<file path="src/rtl/decode_stage_if.sv">
// Fetch/regfile/EX-side signal bundle for the decode stage.
// The slave view belongs to decode_stage; the master view is its environment.
interface decode_stage_if #(
  parameter int DSIZE = 16,
  parameter int RSIZE = 4
);
  logic             if_valid;
  logic [DSIZE-1:0] if_instr;
  logic [DSIZE-1:0] if_pc;
  logic             id_ready;
  logic             flush;
  logic [RSIZE-1:0] rf_raddr1, rf_raddr2;
  logic [DSIZE-1:0] rf_rdata1, rf_rdata2;
  logic             ex_ready;
  logic             ex_valid;
  logic [3:0]       ex_op;
  logic [RSIZE-1:0] ex_rd, ex_rs1, ex_rs2;
  logic [DSIZE-1:0] ex_a, ex_b, ex_imm, ex_pc;
  logic             ex_wen, ex_mem_rd, ex_mem_wr;
  logic             halted;
  logic [15:0]      stall_cnt;

  modport master (
    output if_valid, if_instr, if_pc, flush, rf_rdata1, rf_rdata2, ex_ready,
    input  id_ready, rf_raddr1, rf_raddr2, ex_valid, ex_op, ex_rd, ex_rs1, ex_rs2,
           ex_a, ex_b, ex_imm, ex_pc, ex_wen, ex_mem_rd, ex_mem_wr, halted, stall_cnt
  );
  modport slave (
    input  if_valid, if_instr, if_pc, flush, rf_rdata1, rf_rdata2, ex_ready,
    output id_ready, rf_raddr1, rf_raddr2, ex_valid, ex_op, ex_rd, ex_rs1, ex_rs2,
           ex_a, ex_b, ex_imm, ex_pc, ex_wen, ex_mem_rd, ex_mem_wr, halted, stall_cnt
  );
endinterface

</file>
<file path="src/rtl/decode_stage.sv">
// Instruction decode: register-file addressing, ID/EX pipeline register,
// load-use interlock, branch flush and HLT latch.
module decode_stage #(
  parameter int DSIZE = 16,
  parameter int RSIZE = 4
) (
  input logic           clk,
  input logic           rst,
  decode_stage_if.slave bus
);
  typedef enum logic {RUN, HALT} state_e;

  typedef struct packed {
    logic [3:0]       op;
    logic [RSIZE-1:0] rd, rs1, rs2;
    logic [DSIZE-1:0] a, b, imm, pc;
    logic             wen, mem_rd, mem_wr;
  } idex_t;

  state_e           state_q, state_d;
  logic             ex_valid_q, ex_valid_d;
  idex_t            ex_q, ex_d, dec;
  logic [15:0]      stall_q, stall_d;
  logic [DSIZE-1:0] ins;
  logic [3:0]       op;
  logic             use1, use2, hazard, id_ready, xfer;

  assign ins = bus.if_instr;
  assign op  = ins[15:12];

  // a/b stay zero here; operands are attached in the next-state block so the
  // regfile read path does not loop back through this process.
  always_comb begin
    dec     = '0;
    use1    = 1'b0;
    use2    = 1'b0;
    dec.op  = op;
    dec.rd  = ins[11:8];
    dec.pc  = bus.if_pc;
    case (op)
      4'h8: begin use1 = 1'b1; dec.wen = 1'b1; dec.mem_rd = 1'b1;
                  dec.imm = {{(DSIZE-4){ins[3]}}, ins[3:0]}; end
      4'h9: begin use1 = 1'b1; use2 = 1'b1; dec.mem_wr = 1'b1;
                  dec.imm = {{(DSIZE-4){ins[3]}}, ins[3:0]}; end
      4'hA: begin use2 = 1'b1; dec.wen = 1'b1; dec.imm = {{(DSIZE-8){1'b0}}, ins[7:0]}; end
      4'hB: begin dec.wen = 1'b1; dec.imm = {{(DSIZE-8){ins[7]}}, ins[7:0]}; end
      4'hC: begin dec.rd = {1'b0, ins[11:9]}; dec.imm = {{(DSIZE-9){ins[8]}}, ins[8:0]}; end
      4'hD: begin dec.rd = RSIZE'(15); dec.wen = 1'b1;
                  dec.imm = {{(DSIZE-12){ins[11]}}, ins[11:0]}; end
      4'hE: use1 = 1'b1;
      4'hF: ;
      default: begin use1 = 1'b1; use2 = 1'b1; dec.wen = 1'b1; end
    endcase
    dec.rs1 = use1 ? ins[7:4] : '0;
    dec.rs2 = use2 ? (op[3] ? ins[11:8] : ins[3:0]) : '0;
    if (dec.rd == '0) dec.wen = 1'b0;
  end

  // Unused ports read address 0, so they never match a nonzero load target.
  assign hazard = ex_valid_q && ex_q.mem_rd && (ex_q.rd != '0) &&
                  ((ex_q.rd == dec.rs1) || (ex_q.rd == dec.rs2));
  assign id_ready = (state_q == RUN) &&
                    (bus.flush || (!hazard && (!ex_valid_q || bus.ex_ready)));
  assign xfer = bus.if_valid && id_ready && !bus.flush;

  always_comb begin
    state_d    = state_q;
    ex_valid_d = ex_valid_q;
    ex_d       = ex_q;
    stall_d    = stall_q;
    if (bus.flush) begin
      ex_valid_d = 1'b0;
    end else if (!ex_valid_q || bus.ex_ready) begin
      ex_valid_d = 1'b0;
      if (hazard) begin
        if (stall_q != 16'hFFFF) stall_d = stall_q + 16'd1;
      end else if (xfer) begin
        ex_valid_d = 1'b1;
        ex_d       = dec;
        ex_d.a     = bus.rf_rdata1;
        ex_d.b     = bus.rf_rdata2;
        if (op == 4'hF) state_d = HALT;
      end
    end
  end

  always_ff @(posedge clk or negedge rst) begin
    if (!rst) begin
      state_q    <= RUN;
      ex_valid_q <= 1'b0;
      ex_q       <= '0;
      stall_q    <= '0;
    end else begin
      state_q    <= state_d;
      ex_valid_q <= ex_valid_d;
      ex_q       <= ex_d;
      stall_q    <= stall_d;
    end
  end

  assign bus.id_ready  = id_ready;
  assign bus.rf_raddr1 = dec.rs1;
  assign bus.rf_raddr2 = dec.rs2;
  assign bus.ex_valid  = ex_valid_q;
  assign bus.ex_op     = ex_q.op;
  assign bus.ex_rd     = ex_q.rd;
  assign bus.ex_rs1    = ex_q.rs1;
  assign bus.ex_rs2    = ex_q.rs2;
  assign bus.ex_a      = ex_q.a;
  assign bus.ex_b      = ex_q.b;
  assign bus.ex_imm    = ex_q.imm;
  assign bus.ex_pc     = ex_q.pc;
  assign bus.ex_wen    = ex_q.wen;
  assign bus.ex_mem_rd = ex_q.mem_rd;
  assign bus.ex_mem_wr = ex_q.mem_wr;
  assign bus.halted    = (state_q == HALT);
  assign bus.stall_cnt = stall_q;
endmodule

</file>
<file path="src/flat_wrapper.sv">
// flat-port wrapper written by rule: the top's interface ports become plain ports
module decode_stage_flat 
#(
  parameter int DSIZE = 16,
  parameter int RSIZE = 4
)
  (clk, rst, bus_if_valid, bus_if_instr, bus_if_pc, bus_flush, bus_rf_rdata1, bus_rf_rdata2, bus_ex_ready, bus_id_ready, bus_rf_raddr1, bus_rf_raddr2, bus_ex_valid, bus_ex_op, bus_ex_rd, bus_ex_rs1, bus_ex_rs2, bus_ex_a, bus_ex_b, bus_ex_imm, bus_ex_pc, bus_ex_wen, bus_ex_mem_rd, bus_ex_mem_wr, bus_halted, bus_stall_cnt);
  decode_stage_if #(.DSIZE(DSIZE), .RSIZE(RSIZE)) bus_i ();
  input logic clk;
  input logic rst;
  input wire logic [$bits(bus_i.if_valid)-1:0] bus_if_valid;
  input wire logic [$bits(bus_i.if_instr)-1:0] bus_if_instr;
  input wire logic [$bits(bus_i.if_pc)-1:0] bus_if_pc;
  input wire logic [$bits(bus_i.flush)-1:0] bus_flush;
  input wire logic [$bits(bus_i.rf_rdata1)-1:0] bus_rf_rdata1;
  input wire logic [$bits(bus_i.rf_rdata2)-1:0] bus_rf_rdata2;
  input wire logic [$bits(bus_i.ex_ready)-1:0] bus_ex_ready;
  output wire logic [$bits(bus_i.id_ready)-1:0] bus_id_ready;
  output wire logic [$bits(bus_i.rf_raddr1)-1:0] bus_rf_raddr1;
  output wire logic [$bits(bus_i.rf_raddr2)-1:0] bus_rf_raddr2;
  output wire logic [$bits(bus_i.ex_valid)-1:0] bus_ex_valid;
  output wire logic [$bits(bus_i.ex_op)-1:0] bus_ex_op;
  output wire logic [$bits(bus_i.ex_rd)-1:0] bus_ex_rd;
  output wire logic [$bits(bus_i.ex_rs1)-1:0] bus_ex_rs1;
  output wire logic [$bits(bus_i.ex_rs2)-1:0] bus_ex_rs2;
  output wire logic [$bits(bus_i.ex_a)-1:0] bus_ex_a;
  output wire logic [$bits(bus_i.ex_b)-1:0] bus_ex_b;
  output wire logic [$bits(bus_i.ex_imm)-1:0] bus_ex_imm;
  output wire logic [$bits(bus_i.ex_pc)-1:0] bus_ex_pc;
  output wire logic [$bits(bus_i.ex_wen)-1:0] bus_ex_wen;
  output wire logic [$bits(bus_i.ex_mem_rd)-1:0] bus_ex_mem_rd;
  output wire logic [$bits(bus_i.ex_mem_wr)-1:0] bus_ex_mem_wr;
  output wire logic [$bits(bus_i.halted)-1:0] bus_halted;
  output wire logic [$bits(bus_i.stall_cnt)-1:0] bus_stall_cnt;
  assign bus_i.if_valid = bus_if_valid;
  assign bus_i.if_instr = bus_if_instr;
  assign bus_i.if_pc = bus_if_pc;
  assign bus_i.flush = bus_flush;
  assign bus_i.rf_rdata1 = bus_rf_rdata1;
  assign bus_i.rf_rdata2 = bus_rf_rdata2;
  assign bus_i.ex_ready = bus_ex_ready;
  assign bus_id_ready = bus_i.id_ready;
  assign bus_rf_raddr1 = bus_i.rf_raddr1;
  assign bus_rf_raddr2 = bus_i.rf_raddr2;
  assign bus_ex_valid = bus_i.ex_valid;
  assign bus_ex_op = bus_i.ex_op;
  assign bus_ex_rd = bus_i.ex_rd;
  assign bus_ex_rs1 = bus_i.ex_rs1;
  assign bus_ex_rs2 = bus_i.ex_rs2;
  assign bus_ex_a = bus_i.ex_a;
  assign bus_ex_b = bus_i.ex_b;
  assign bus_ex_imm = bus_i.ex_imm;
  assign bus_ex_pc = bus_i.ex_pc;
  assign bus_ex_wen = bus_i.ex_wen;
  assign bus_ex_mem_rd = bus_i.ex_mem_rd;
  assign bus_ex_mem_wr = bus_i.ex_mem_wr;
  assign bus_halted = bus_i.halted;
  assign bus_stall_cnt = bus_i.stall_cnt;
  decode_stage #(.DSIZE(DSIZE), .RSIZE(RSIZE)) u_core (.clk(clk), .rst(rst), .bus(bus_i));
endmodule
</file>
<file path="config.mk">
export PLATFORM = sky130hd
export DESIGN_NAME = decode_stage_flat
export DESIGN_NICKNAME = d
export VERILOG_FILES = /design/src/rtl/decode_stage_if.sv /design/src/rtl/decode_stage.sv /design/src/flat_wrapper.sv
export SDC_FILE = /design/constraint.sdc
export NUM_CORES = 1
export LEC_CHECK = 0
export ABC_AREA = 1
export CAP_MARGIN = 25
export CORE_MARGIN = 2
export CORE_UTILIZATION = 49
export DETAILED_ROUTE_END_ITERATION = 16
export PLACE_DENSITY = 0.87
export SLEW_MARGIN = 20
export SYNTH_ARGS = -nofsm -noshare
export SYNTH_HDL_FRONTEND = slang
export SYNTH_SLANG_ARGS = --single-unit
</file>
<file path="constraint.sdc">
create_clock -name clk -period 3.81 [get_ports clk]
set_input_delay 0.9525 -clock clk [delete_from_list [all_inputs] [get_ports clk]]
set_output_delay 0.9525 -clock clk [all_outputs]
set_load 0.03 [all_outputs]
</file>
# Word level (Yosys, flattened, before mapping)
# Cells that the tools add are included.
# W data, S select, Z words.
[totals] register_bits=101 in_bits=69 out_inout_bits=110 word_cells=65
[classes] addsub=1 n_eq_ne=11 muxes=13 n_bitwise=3 n_reduce_logical=23
[op_table] cell="$pmux W16 S5" n=1
[op_table] cell="$eq A4 B4 Y1 const B" n=8
[op_table] cell="$add A16 B1 Y16 const B" n=1
[op_table] cell="$ne A16 B16 Y1 const B" n=1
[op_table] cell="$mux W4" n=3
[op_table] cell="$eq A4 B4 Y1" n=2
[op_table] cell="$mux W1" n=8
[op_table] cell="$pmux W4 S2" n=1
[op_table] cell="$reduce_and A4 Y1" n=2
[op_table] cell="$logic_and A1 B1 Y1" n=7
[op_table] cell="$reduce_or A6 Y1" n=1
[op_table] cell="$reduce_and A5 Y1" n=1
[op_table] cell="$reduce_or A5 Y1" n=1
[op_table] cell="$logic_not A4 Y1" n=1
[op_table] cell="$reduce_bool A4 Y1" n=1
[op_table] cell="$reduce_or A4 Y1" n=1
[op_table] cell="$logic_not A1 Y1" n=3
[op_table] cell="$logic_or A1 B1 Y1" n=3
[op_table] cell="$not A1 Y1" n=3
[op_table] cell="$reduce_bool A2 Y1" n=1
[op_table] cell="$reduce_or A2 Y1" n=1

# Longest topological paths before layout
[depth] ltp_word=16 ltp_mapped=16 depth_no_buf=14

# Worst setup path before layout
# Ideal clock, no wire load.
[synth_path] path_type="input to output" start="input port bus_if_instr[13]" end="output port bus_id_ready" arrival_time_ns=2.265 t_required_ns=2.858 path_slack_ns=0.593 cell_stages=14 n_path_buf=1 cell_sequence="buf_2 > inv_2 > nand3_2 > nand2_2 > nor2_4 > nand2_1 > nand2_1 > nand2_1 > nor2_1 > nand2_1 > nand2_4 > nand2_4 > o21bai_1 > inv_1"
[synth_via] elab_chain_len=10 elab_cells_between_ends=19 classes_between="eq/ne (9); mux (2); reduce/logical (8)"
[synth_lines] item="from (decl)" line_no="flat_wrapper.sv:12" text="input wire logic [$bits(bus_i.if_instr)-1:0] bus_if_instr;"
[synth_lines] item="$eq A4 B4 Y1" line_no="decode_stage.sv:40" text="case (op)"
[synth_lines] item="$reduce_or A6 Y1 (no line) / $reduce_or A5 Y1 (equally long branches)"
[synth_lines] item="$mux W4, on equally long branches" line_no="decode_stage.sv:55, decode_stage.sv:54"
[synth_lines] item="$eq A4 B4 Y1" line_no="decode_stage.sv:61" text="((ex_q.rd == dec.rs1) || (ex_q.rd == dec.rs2));"
[synth_lines] item="$logic_or A1 B1 Y1 *" line_no="decode_stage.sv:61"
[synth_lines] item="$logic_and A1 B1 Y1 *" line_no="decode_stage.sv:60" text="assign hazard = ex_valid_q && ex_q.mem_rd && (ex_q.rd != '0) &&"
[synth_lines] item="$logic_not A1 Y1 *" line_no="decode_stage.sv:63" text="(bus.flush || (!hazard && (!ex_valid_q || bus.ex_ready)));"
[synth_lines] item="$logic_and A1 B1 Y1 *" line_no="decode_stage.sv:63"
[synth_lines] item="$logic_or A1 B1 Y1 *" line_no="decode_stage.sv:63"
[synth_lines] item="$logic_and A1 B1 Y1 *" line_no="decode_stage.sv:62" text="assign id_ready = (state_q == RUN) &&"
[synth_lines] item="to (decl)" line_no="flat_wrapper.sv:18" text="output wire logic [$bits(bus_i.id_ready)-1:0] bus_id_ready;"
# Every way passes the cells marked *; elsewhere a longest branch is shown, timed or not.

# Worst setup path in the final report
[layout_path] start="input port bus_if_instr[3]" end="output port bus_id_ready"
[layout_via] elab_chain_len=9
[layout_lines] item="$mux W4 (2 in a row)" line_no="decode_stage.sv:55" text="dec.rs2 = use2 ? (op[3] ? ins[11:8] : ins[3:0]) : '0;"
[layout_lines] item="$eq A4 B4 Y1" line_no="decode_stage.sv:61"
[layout_lines] item="$logic_or A1 B1 Y1" line_no="decode_stage.sv:61"
[layout_lines] item="$logic_and A1 B1 Y1" line_no="decode_stage.sv:60"
[layout_lines] item="$logic_not A1 Y1" line_no="decode_stage.sv:63"
[layout_lines] item="$logic_and A1 B1 Y1" line_no="decode_stage.sv:63"
[layout_lines] item="$logic_or A1 B1 Y1" line_no="decode_stage.sv:63"
[layout_lines] item="$logic_and A1 B1 Y1" line_no="decode_stage.sv:62"
# Every way passes these cells.

==> metrics.md <==
| Metric | Value |
|---|---|
| Hold buffer count at cts | `0` |
| Fin nets | `867` |
| Hold path depth | `2` |
| RSZ-0062 raised after global routing | `no` |
| Syn_area_per_cell | `7.84 um2` |
| Worst EP required | `2.86 ns` |
| H-tree levels | `3` |
| Share of cells above drive strength 1 | `0.0798` |
| Synthesized netlist cell count | `625` |
| Pwr dens | `278 mW/mm2` |
| Netlist cell types | `30` |
| Detailed-route via count | `4867` |
| # rows | `36` |
| Critical path class | `primary input to output pin` |
| CTS clock-pin slew for the worst setup and hold paths | `0.08 ns` |
| Period utilisation layout | `0.936` |
| Synth warn | `0` |
| Die W | `104 um` |
| Layout Cells excl Fill | `935` |
| GPL Wtd Cong | `0.898` |
| Net Count, Synth | `695` |
| Sequential cell area fraction in the yosys report | `0.495` |
| Via/cell ratio | `5.21` |
| VDD IR-drop max | `0.000147 V` |
| PortBufs | `178` |
| Final hold violations | `0` |
| Num CTS Buffers | `9` |
| Core area | `0.00973 mm2` |
| # IOs | `179` |
| Antenna Nets Post-Route | `0` |
| Wire length per cell | `15.5 um` |
| Max-Cap Viols | `0` |
| Synth Area in Compound Gates | `0.0176` |
| Drt pass-1 iters | `5` |
| Synth Area in Adders | `0.00255` |
| Cells on worst reg2reg path | `8` |
| HP Class | `register to register` |
| DIE AREA | `0.0108 mm2` |
| TritonCTS clock tree | `yes` |
| Clk sinks | `97` |
| Slew headroom | `0.608` |
| Worst hold margin | `0.475 ns` |
| Post-Route Utilization | `0.716` |
| Flop-to-flop setup slack | `1.47 ns` |
| Final setup vio count | `0` |
| Initial antenna violation count | `0` |
| Largest net degree at the start of global routing | `53` |
| Number of global-route vias before repair | `4798` |
| Root Buffer | `clkbuf_8` |
| CP max FO | `2` |
| TNS Setup | `0 ns` |
| Grt ovf | `0` |
| Hpwl dp | `10700 um` |
| Static leakage | `3.68 nW` |
| Gr usage total | `0.276` |
| Worst skew pair latency | `0.37 ns` |
| Iter 0 DRT Violations | `274` |
| Xor-xnor portion of the synthesized cell area | `0.0250` |
| Main combinational cell family by area after synthesis | `simple AND/OR/NAND/NOR gates` |
| Clk_skew | `0.00959 ns` |
| Setup crit end kind | `output pin` |
| Post-route DRC | `0` |
| Crit start category | `primary input` |
| Status | `completed` |
| Placed Cells | `919` |
| Post CTS Setup Buffer Count | `0` |
| Mux share of post-synthesis cell area | `0` |
| Starting density of the core | `0.504` |
| Post-synthesis simple-gate area fraction | `0.372` |
| First-pass GRT wire length | `24100 um` |
| N_diodes | `0` |
| Clk buf depth | `2` |
| Worst-Margin Slew | `0.588 ns` |
| Area delta synth->final | `42.2%` |
| Die H | `104 um` |
| CP Data Arrival Time | `2.61 ns` |
| Crit path time final | `3.57 ns` |
| Register bit count reported by yosys | `97` |
| Max frequency | `280 MHz` |
| Cell area after synthesis | `0.00490 mm2` |
| Routed wire length | `14500 um` |
| Max Slew Vio Count | `0` |
[metrics by stage]
| stage | area (um2) | setup slack, ns | total power [W] |
|---|---|---|---|
| after detailed placement | 6760 | 0.0589 | 0.00127 |
| after global routing | 6970 | 0.0340 | 0.00202 |
| after floorplan | 4900 | 0.593 | 0.00114 |
| after CTS | 6960 | 0.0156 | 0.00195 |
| final | 6970 | 0.244 | 0.00194 |
| after global placement | 6760 | 0.0970 | 0.00127 |
[cell families (layout without fill, tap and decap cells)]
group / after synthesis / count (layout)
AO/OA/AOI/OAI: 13 / 13
XOR/XNOR: 14 / 14
adder cells (fa/ha/maj): 1 / 1
buffers and inverters: 82 / 259
flip-flops: 97 / 97
AND/OR/NAND/NOR: 418 / 418
[final cells by class]
class                   instances  area [um2]
repair buffers                203        1980
fillers                       819        2760
multi-input cells             446        2040
clock buffers                  11         141
well taps                     133         166
clock inverters                 5        61.3
inverters                      40         150
flip-flops and latches         97        2430
[layer usage]
metal	global-route usage	part of all wire	up-vias
met3	0.0508	0.069	32
met5	0	0	-
li1	-	-	2334
met4	0.104	0.026	0
met1	0.378	0.43	2275
met2	0.440	0.48	226
[worst max-delay path, cell delays in order]
cell             delay (ns)
clkdlybuf4s50_1        0.48
inv_1                  0.07
o21ai_0                0.22
nand2_1                0.11
nand2_1                0.07
nand2_1                0.05
nor2_1                 0.10
nand2_1                0.10
nand2_4                0.09
nand2_4                0.05
o21bai_1               0.12
inv_1                  0.05
buf_4                  0.16
[Yosys cell counts, drive strengths merged]
library cell / n / share of area
o21bai: 1 / 0.0015
nand2: 267 / 0.21
o22ai: 3 / 0.0038
o21ai: 6 / 0.0061
nor3: 5 / 0.0051
buf: 34 / 0.051
dfrtp: 97 / 0.50
a21oi: 1 / 0.0010
nand3: 104 / 0.11
xnor2: 6 / 0.011
nand4: 22 / 0.028
clkbuf: 8 / 0.0061
a41oi: 2 / 0.0051
nand3b: 1 / 0.0015
nor4: 2 / 0.0026
inv: 40 / 0.031
xor2: 8 / 0.014
ha: 1 / 0.0026
nor2: 17 / 0.015
[placed cells by master (no fill, tap or decap), types with 4 or more instances in the layout]
cell / instances
nand4_1: 22
dlymetal6s2s_1: 4
nor3_1: 5
clkbuf_8: 10
xnor2_1: 6
dfrtp_1: 97
buf_4: 33
xor2_1: 8
nand3_1: 101
nand2_1: 262
clkdlybuf4s50_1: 164
nor2_1: 15
o21ai_0: 5
inv_1: 37
[final timing paths]
kind,end,startpoint
max in group asynchronous,u_core.bus.ex_pc[3],rst
setup reg to reg,u_core.bus.ex_imm[14],u_core.bus.ex_rd[2]
setup / recovery,bus_id_ready,bus_if_instr[3]
min in group asynchronous,u_core.bus.ex_pc[7],rst
hold reg to reg,u_core.bus.ex_imm[4],u_core.bus.ex_imm[4]
hold / removal,u_core.bus.ex_imm[4],u_core.bus.ex_imm[4]
[sequential cells by signal (all words and copies together), names as in the netlist]
register and count:
u_core.bus.ex_b 16, u_core.bus.ex_rs1 4, u_core.bus.ex_mem_rd 1, u_core.bus.halted 1
u_core.bus.ex_op 4, u_core.bus.ex_pc 16, u_core.bus.ex_rd 4, u_core.bus.stall_cnt 16
u_core.bus.ex_imm 12, u_core.bus.ex_mem_wr 1, u_core.bus.ex_a 16, u_core.bus.ex_wen 1
u_core.bus.ex_rs2 4, u_core.bus.ex_valid 1
[where the power goes]
group	switching, W	internal (W)
clock network	0.000363	0.000327
logic	0.000117	0.000105
registers	0	0.00103
[what timing repair did]
| item | CTS | global route |
|---|---|---|
| endpoints found under the hold margin | 0 | 0 |
| gates resized for setup | 0 | 4 |
| endpoints found under the setup margin | 0 | 1 |
Power figures use the tool's default switching activity.
==> patch: new RTL, config.mk and constraints unchanged <==
`DSIZE` is set to 16 in 3 places; all go to 32.
--- a/src/rtl/decode_stage_if.sv
+++ b/src/rtl/decode_stage_if.sv
@@ -1,7 +1,7 @@
 // Fetch/regfile/EX-side signal bundle for the decode stage.
 // The slave view belongs to decode_stage; the master view is its environment.
 interface decode_stage_if #(
-  parameter int DSIZE = 16,
+  parameter int DSIZE = 32,
   parameter int RSIZE = 4
 );
   logic             if_valid;
--- a/src/rtl/decode_stage.sv
+++ b/src/rtl/decode_stage.sv
@@ -1,7 +1,7 @@
 // Instruction decode: register-file addressing, ID/EX pipeline register,
 // load-use interlock, branch flush and HLT latch.
 module decode_stage #(
-  parameter int DSIZE = 16,
+  parameter int DSIZE = 32,
   parameter int RSIZE = 4
 ) (
   input logic           clk,
--- a/src/flat_wrapper.sv
+++ b/src/flat_wrapper.sv
@@ -1,7 +1,7 @@
 // flat-port wrapper written by rule: the top's interface ports become plain ports
 module decode_stage_flat 
 #(
-  parameter int DSIZE = 16,
+  parameter int DSIZE = 32,
   parameter int RSIZE = 4
 )
   (clk, rst, bus_if_valid, bus_if_instr, bus_if_pc, bus_flush, bus_rf_rdata1, bus_rf_rdata2, bus_ex_ready, bus_id_ready, bus_rf_raddr1, bus_rf_raddr2, bus_ex_valid, bus_ex_op, bus_ex_rd, bus_ex_rs1, bus_ex_rs2, bus_ex_a, bus_ex_b, bus_ex_imm, bus_ex_pc, bus_ex_wen, bus_ex_mem_rd, bus_ex_mem_wr, bus_halted, bus_stall_cnt);
Ports: changed (8 resized); port bits go from 179 to 307. The function was not compared with the original's and may differ.
==> patch against the unedited design <==
Critical endpoint unchanged. Worst hold slack got worse by 0.0062 ns. Total power increased by 98%. Largest cell class unchanged. Register-to-register slack about the same. Wire length increased by 62%. Final area increased by 51%. Final cell count increased by 40%. Worst setup slack got worse by 0.020 ns. Synthesized area increased by 44%. Critical path type unchanged. Sequential cell count increased by 48.
==> patch: results (changes against the unedited design) <==
global_route:
  grt_pass1_vias: 6705  # was 4798
  antenna_found_initial: 2  # was 0
  grt_use_total: 0.301  # was 0.276
  grt_use_met2: 0.475  # was 0.440
  grt_first_pass_wirelength_um: 35400  # was 24100 um
  grt_start_max_net_pins: 105  # was 53
  use_met3: 0.107  # was 0.0508
timing:
  finalClockSkew_ns: 0.00962  # was 0.00959 ns
  whs_ns: 0.469  # was 0.475 ns
  tightest_slew_ns: 0.809  # was 0.588 ns
setup_path:
  reg2reg_depth: 11  # was 8
  critPathMaxStageDelay_ns: 0.50  # was 0.48 ns
  reg2reg_to: "u_core.bus.ex_b[14]"  # was u_core.bus.ex_imm[14]
  worstPathMaxFanout: 2  # unchanged
yosys:
  synth_area_leaders: "dfrtp_1 52%, nand2_1 20%, nand4_1 12%, buf_4 4.6%, inv_1 2.5%"  # was dfrtp_1 50%, nand2_1 20%, nand3_1 10%, inv_1 2.8%, nand4_1 2.8%
  synthAdderAreaFrac: 0.00178  # was 0.00255
  synth.top_cells.by_count: "369 x nand2_1, 145 x dfrtp_1, 132 x nand4_1"  # was 262 x nand2_1, 101 x nand3_1, 97 x dfrtp_1
  synth-compound-area-share: 0.0132  # was 0.0176
  synth_xor_area_frac: 0.0174  # was 0.0250
  synth_nets: 1002  # was 695
  synth.distinct_cells: 28  # was 30
  syn_avg_cell_area_um2: 8.10  # was 7.84 um^2
detailed_routing:
  dr.first_iter.drc_count: 805  # was 274
  vias: 7165  # was 4867
  viasPerCell: 5.47  # was 5.21
cells_and_area:
  multi_input_area_mm2: 0.00276  # was 0.00204 mm^2
  nets: 1249  # was 867
  final_layout_size_suffix_gt1_frac: 0.0709  # was 0.0798
pwr:
  cellLeakagePower_nw: 5.25  # was 3.68 nW
  ir_drop_mv: 0.261  # was 0.147 mV
  seqPwrFrac: 0.421  # was 0.530
  power.share.switching: 0.254  # was 0.247
  pg_clk_mw: 1.66  # was 689 uW
worst_hold_path:
  hold_end: "u_core.bus.ex_pc[18]"  # was u_core.bus.ex_imm[4]
  hp-start: "u_core.bus.ex_pc[18]"  # was u_core.bus.ex_imm[4]
placement:
  hpwl_um: 16000  # was 10700 um
  place_area_mm2: 0.00994  # was 0.00676 mm^2
  place_congestion: 0.912  # was 0.898
  dpl.cell_count: 1275  # was 919
cts:
  root_buffer: "clkbuf_16"  # was clkbuf_8
  clock_latency_ns: 0.43  # was 0.37 ns
  post_cts_resized: 2  # was 0
  h-tree-depth: 4  # was 3
  numCtsBuffers: 17  # was 9
run_status:
  outcome: "finished, final reports clean"  # unchanged
[patch: cell type report]
type                            count  area share
Antenna cell                        2    0.000474
Clock buffer                       23      0.0453
Clock inverter                      9      0.0101
Inverter                           49      0.0174
Multi-Input combinational cell    586       0.261
Sequential cell                   145       0.344
Tap cell                          180      0.0213
Timing Repair Buffer              316       0.300
[patch: worst max path at each step]
stage | startpoint | end | slack [ns] | cells past startpoint
6_report | bus_if_instr[3] | bus_id_ready | 0.22 | 13
5_1_grt | bus_if_instr[3] | bus_id_ready | 0.05 | 13
4_1_cts | bus_if_instr[12] | bus_id_ready | 0.02 | 14
3_5_place_dp | bus_if_instr[14] | bus_id_ready | -0.03 | 15
3_3_place_gp | bus_if_instr[14] | bus_id_ready | -0.02 | 15
2_1_floorplan | bus_if_instr[15] | bus_id_ready | 0.31 | 13
[patch: routing by layer]
metal	share of wire	vias to the layer above
li1	-	3335
met1	0.37	3420
met2	0.48	330
met3	0.10	80
met4	0.046	0
met5	0	-
